===== config.mk =====
export PLATFORM = sky130hd
export DESIGN_NAME = mem_arbiter
export DESIGN_NICKNAME = d
export VERILOG_FILES = /design/src/rtl/mem_arbiter.sv
export SDC_FILE = /design/constraint.sdc
export NUM_CORES = 1
export LEC_CHECK = 0
export CAP_MARGIN = 20
export CORE_AREA = 2 2 117 119
export DETAILED_ROUTE_END_ITERATION = 12
export DIE_AREA = 0 0 119 121
export GPL_TIMING_DRIVEN = 0
export HOLD_SLACK_MARGIN = 0.08
export PLACE_DENSITY = 0.74
export SLEW_MARGIN = 20
export SYNTH_ARGS = -nofsm -noshare
export SYNTH_HDL_FRONTEND = slang
export SYNTH_SLANG_ARGS = --single-unit

===== constraint.sdc =====
create_clock -name clk -period 8.9 [get_ports clk]
set_input_delay 1.78 -clock clk [delete_from_list [all_inputs] [get_ports clk]]
set_output_delay 1.78 -clock clk [all_outputs]
set_load 0.05 [all_outputs]

===== src/rtl/mem_arbiter.sv =====
// mem_arbiter: round-robin two-master arbiter with bounded hold in front of a single-port RAM
// Ports: clk/rst (async active-high); mX_req/we/addr/wdata in, mX_gnt (combinational),
// mX_rvalid/mX_rdata (registered read response) out; ram_addr/wdata/we out, ram_rdata in.
module mem_arbiter #(
  parameter int MAX_HOLD = 4
) (
  input  logic        clk,
  input  logic        rst,
  input  logic        m0_req,
  input  logic        m0_we,
  input  logic [31:0] m0_addr,
  input  logic [31:0] m0_wdata,
  input  logic        m1_req,
  input  logic        m1_we,
  input  logic [31:0] m1_addr,
  input  logic [31:0] m1_wdata,
  output logic        m0_gnt,
  output logic        m1_gnt,
  output logic        m0_rvalid,
  output logic        m1_rvalid,
  output logic [31:0] m0_rdata,
  output logic [31:0] m1_rdata,
  output logic [31:0] ram_addr,
  output logic [31:0] ram_wdata,
  output logic        ram_we,
  input  logic [31:0] ram_rdata
);
  localparam int RW = $clog2(MAX_HOLD + 1);
  logic          last_q, last_d;
  logic [RW-1:0] run_q, run_d;
  logic          m0_rvalid_q, m0_rvalid_d, m1_rvalid_q, m1_rvalid_d;
  logic [31:0]   m0_rdata_q, m0_rdata_d, m1_rdata_q, m1_rdata_d;
  logic          sat, pick1, any;
  always_comb begin
    sat = run_q == RW'(MAX_HOLD);
    // under contention m1 wins when it is last and not saturated, or m0 is last and saturated
    pick1 = m1_req & (~m0_req | (last_q ^ sat));
    m1_gnt = ~rst & pick1;
    m0_gnt = ~rst & m0_req & ~pick1;
    any = m0_gnt | m1_gnt;
    ram_addr = m1_gnt ? m1_addr : m0_gnt ? m0_addr : '0;
    ram_wdata = m1_gnt ? m1_wdata : m0_gnt ? m0_wdata : '0;
    ram_we = m1_gnt ? m1_we : m0_gnt & m0_we;
    last_d = any ? m1_gnt : last_q;
    run_d = ~any ? '0 : (m1_gnt != last_q) ? RW'(1) : sat ? run_q : run_q + 1'b1;
    m0_rvalid_d = m0_gnt & ~m0_we;
    m1_rvalid_d = m1_gnt & ~m1_we;
    m0_rdata_d = m0_rvalid_d ? ram_rdata : m0_rdata_q;
    m1_rdata_d = m1_rvalid_d ? ram_rdata : m1_rdata_q;
  end
  always_ff @(posedge clk or posedge rst) begin
    if (rst) begin
      last_q <= 1'b0;
      run_q <= '0;
      m0_rvalid_q <= 1'b0;
      m1_rvalid_q <= 1'b0;
      m0_rdata_q <= '0;
      m1_rdata_q <= '0;
    end else begin
      last_q <= last_d;
      run_q <= run_d;
      m0_rvalid_q <= m0_rvalid_d;
      m1_rvalid_q <= m1_rvalid_d;
      m0_rdata_q <= m0_rdata_d;
      m1_rdata_q <= m1_rdata_d;
    end
  end
  assign m0_rvalid = m0_rvalid_q;
  assign m1_rvalid = m1_rvalid_q;
  assign m0_rdata = m0_rdata_q;
  assign m1_rdata = m1_rdata_q;
endmodule

==> metrics.csv, run 1 <==
stage,metric,value,unit
status,run_status,finished clean,
cts,clk_pin_slew_worst_paths,50,ps
power,power_switching_share,40.77,%
final_layout,post_route_cells_drive_above_1_share,7.206,%
worst_setup_path,reg2reg_depth,7,
synth,yosys_most_used_dff,dfrtp_1,
synth,syn_nets,422,
cts,cts_buffers,9,
worst_setup_path,critPathLaunchType,input pin,
worst_setup_path,end_kind,output pin,
final_layout,seqCellArea,0.001752,mm^2
timing,final_period_util,69.92,%
cts,cts_tree,done,
cts,cts-htree-levels,3,
power,share_seq_of_total_power,28.5,%
cts,max_buffers_root_to_sink,2,
drt,drc,0,
synth,yosysUniqueCellTypes,24,
synth,synthCells,254,
die,initial_core_util,26.23,%
drt,drt_first_iter_violations,114,
timing,finalHoldViolCount,0,
final_layout,final-instance-count-excl-fill,745,
timing,timing.max_slew.rel_slack,59.86,%
grt,grt_antenna_before_repair,0,
synth,ys_async_sr_fraction,100.0,%
drt,number_of_vias_after_detailed_routing,3446,
drt,detailedRoute.firstPassIterationCount,4,
power,combinationalPowerShare,48.5,%
synth,synth_enable_flop_cells,0,
power,p_int,883.9,uW
synth,yosysSeqAreaShare,51.04,%
power,p_per_area,214.5,mW/mm^2
drt,antenna_violating_nets_post_route,0,
synth,avgSynthCellArea,13.51,um^2
power,leakage,0.002855,uW
die,fp.dieW,119,um
grt,wire_length_of_the_first_global_routing_pass,19.60,mm
cts,clock_sink_count,70,
drt,routed_wire_length_per_instance,17.54,um
grt,grt_max_degree,51,
final_layout,filler_cell_count,1097,
timing,setup_viol_count_final,0,
drt,route.final.wire_length,13.07,mm
worst_setup_path,regToRegSetupSlack,6810,ps
final_layout,antenna_cells,0,
die,total_die_area,0.01440,mm^2
placed_design,place.port_buffers,298,
timing,clock-skew-final,6.135,ps
timing,pin_slew_with_the_least_headroom_to_its_limit,600.3,ps
synth,ys.warnings.count,0,
synth,synth.ff_latch_count,70,
min_path,min-delay-path-class,register to register,
grt,gr-usage-all-layers,17.71,%
worst_setup_path,critical_path.reg2reg.endpoint,m1_rdata[24]$_DFFE_PP0P_,
timing,grt_setup_unrepaired,false,
power,clockPowerShare,23.0,%
cts,clock_insertion_delay_worst_skew,320,ps
worst_setup_path,critical_path_maximum_fanout,24,
worst_setup_path,critical_path_class,input pin to output pin,
final_layout,synthToLayoutAreaGrowth,102.7,%
cts,cts_resized,0,
worst_setup_path,cp.required,7120,ps
die,floorplan.die.height,121,um
drt,routed_via_density,4.626,
flow_run,drv.max_cap_violation_count,0,
placed_design,dp.cells,729,
worst_setup_path,worst_setup_path_startpoint,rst,
final_layout,num-nets-final,732,
placed_design,place.detailed.hpwl,10.86,mm
worst_setup_path,wp_data_arrival,4440,ps
power,switchingPower,608.3,uW
synth,post_synth_design_cell_area,0.003432,mm^2
die,placement_rows,42,
worst_setup_path,critical_path.reg2reg.startpoint,run_q[0]$_DFFE_PP0P_,
placed_design,gp_routability_congestion,0.7544,
power,worst_ir_drop_vdd,0.00008821,V
timing,max_freq,160.7,MHz
worst_setup_path,critical_path.endpoint,ram_wdata[7],
timing,timing.setup.tns,0,ps
cts,count_of_hold_fix_buffers_inserted_at_cts,0,
grt,vias_in_the_first_global_route,3697,
cts,clock_tree.root_cell,clkbuf_16,
final_layout,area_used_by_multi_input_combinational_logic,0.001496,mm^2
timing,finalWorstPathRequiredPeriod,6223,ps
cts,post_cts.repair.setup_buffers,0,
die,ioPinCount,299,
die,core_area,0.01309,mm^2
timing,slew_violations,0,
grt,grt.overflow.total,0,
==> sequential cells by signal (all words and copies together) (netlist names) <==
signal,flops
last_q,1
m0_rdata,32
m0_rvalid,1
run_q,3
m1_rvalid,1
m1_rdata,32
==> power by group through the flow <==
stage / Clock, uW / Sequential, uW / Combinational (uW)
6_report: 343 / 426 / 724
5_1_grt: 372 / 434 / 751
4_1_cts: 354 / 427 / 730
3_5_place_dp: 0 / 432 / 728
3_3_place_gp: 0 / 428 / 719
2_1_floorplan: 0 / 674 / 185
==> cells by family (layout without fill, tap and decap cells) <==
family                   after synthesis  after routing  synth area share [%]
AND/OR/NAND/NOR                       18             18                 2.698
AO/OA/AOI/OAI                         73             73                 18.85
flip-flops                            70             70                 51.04
multiplexers                          65             65                 21.33
adder cells (fa/ha/maj)                2              2                0.7290
buffers and inverters                 26            341                 5.359
==> through the flow <==
stage | setup WS [ps] | utilization, % | total power (uW) | hold WS, ps | cell area, um^2
3_3_place_gp | 798.2 | 50.71 | 1147 | 472.8 | 6635
4_1_cts | 2635 | 53.16 | 1511 | 492.0 | 6955
6_report | 2677 | 53.16 | 1492 | 486.9 | 6955
5_1_grt | 2515 | 53.16 | 1557 | 493.4 | 6955
3_5_place_dp | 2644 | 50.94 | 1160 | 480.0 | 6665
2_1_floorplan | 2540 | - | 859.0 | 515.3 | 3432
==> how the worst min path moves through the flow <==
| stage | cells after the start | slack, ps | end | start |
|---|---|---|---|---|
| finish | 1 | 490 | m1_rdata[29]$_DFFE_PP0P_ | m1_rdata[29]$_DFFE_PP0P_ |
| global route | 1 | 490 | m0_rdata[27]$_DFFE_PP0P_ | m0_rdata[27]$_DFFE_PP0P_ |
| CTS | 1 | 490 | m0_rdata[27]$_DFFE_PP0P_ | m0_rdata[27]$_DFFE_PP0P_ |
| detailed placement | 1 | 480 | m0_rdata[27]$_DFFE_PP0P_ | m0_rdata[27]$_DFFE_PP0P_ |
| global placement | 1 | 470 | m1_rdata[26]$_DFFE_PP0P_ | m1_rdata[26]$_DFFE_PP0P_ |
| floorplan | 2 | 520 | run_q[1]$_DFFE_PP0P_ | run_q[1]$_DFFE_PP0P_ |
==> metal layers <==
metal | share of wire [%] | vias to the layer above | GRT usage, %
met2 | 51 | 188 | 30.35
met4 | 4.1 | 0 | 9.747
met5 | 0 | - | 0
met1 | 37 | 1638 | 19.96
li1 | - | 1594 | -
met3 | 7.6 | 26 | 4.887
==> worst max-delay path: stages <==
cell and delay, ps:
clkdlybuf4s50_1 540, inv_4 310, o2111a_1 310, buf_4 190
buf_2 220, a22o_1 250, clkdlybuf4s50_1 830
==> synthesized netlist by cell type, drive strengths merged (2+ instances only) <==
cell,n,share of area [%]
nor2,3,0.33
buf,21,4.8
mux2,65,21
o211ai,2,0.73
ha,2,0.73
inv,5,0.55
nand2,6,0.66
nor3b,2,0.44
nor3,2,0.29
a22o,65,17
dfrtp,70,51
o2111a,2,0.66
==> cell usage in the layout, fill, tap and decap left out, types with 2 or more instances in the layout <==
cell type	instances
o211ai_2	2
clkinv_2	3
dfrtp_1	70
a22o_1	65
buf_6	8
buf_2	9
clkdlybuf4s50_1	298
mux2_1	64
ha_1	2
nor3_1	2
buf_4	4
nor2_1	3
clkbuf_16	9
nand2_1	6
inv_1	4
o2111a_1	2
nor3b_1	2
==> area by class of cell <==
class,instances,share of cell area (%)
multi-input combinational,158,21.51
sequential,70,25.18
clock inverter,6,0.8815
buffer,21,2.375
timing repair buffer,299,43.28
clock buffer,10,3.292
inverter,5,0.3058
tap,176,3.166
Note: power is estimated with default switching activity, not from simulation.
==> run 2, diff against run 1 <==
clock period = 6.46 ns   (was 8.9 ns; I/O delays follow)
==> results of run 2 <==
Same layout as run 1 (identical final DEF). Status: finished clean.
Main changes from that run: setup slack after placement 2644 ps -> 1180 ps; setup slack after layout 2677 ps -> 1213 ps; register-to-register setup slack 6810 ps -> 4370 ps; total power 1492 uW -> 2056 uW; worst IR drop on VDD 0.00008821 V -> 0.0001215 V
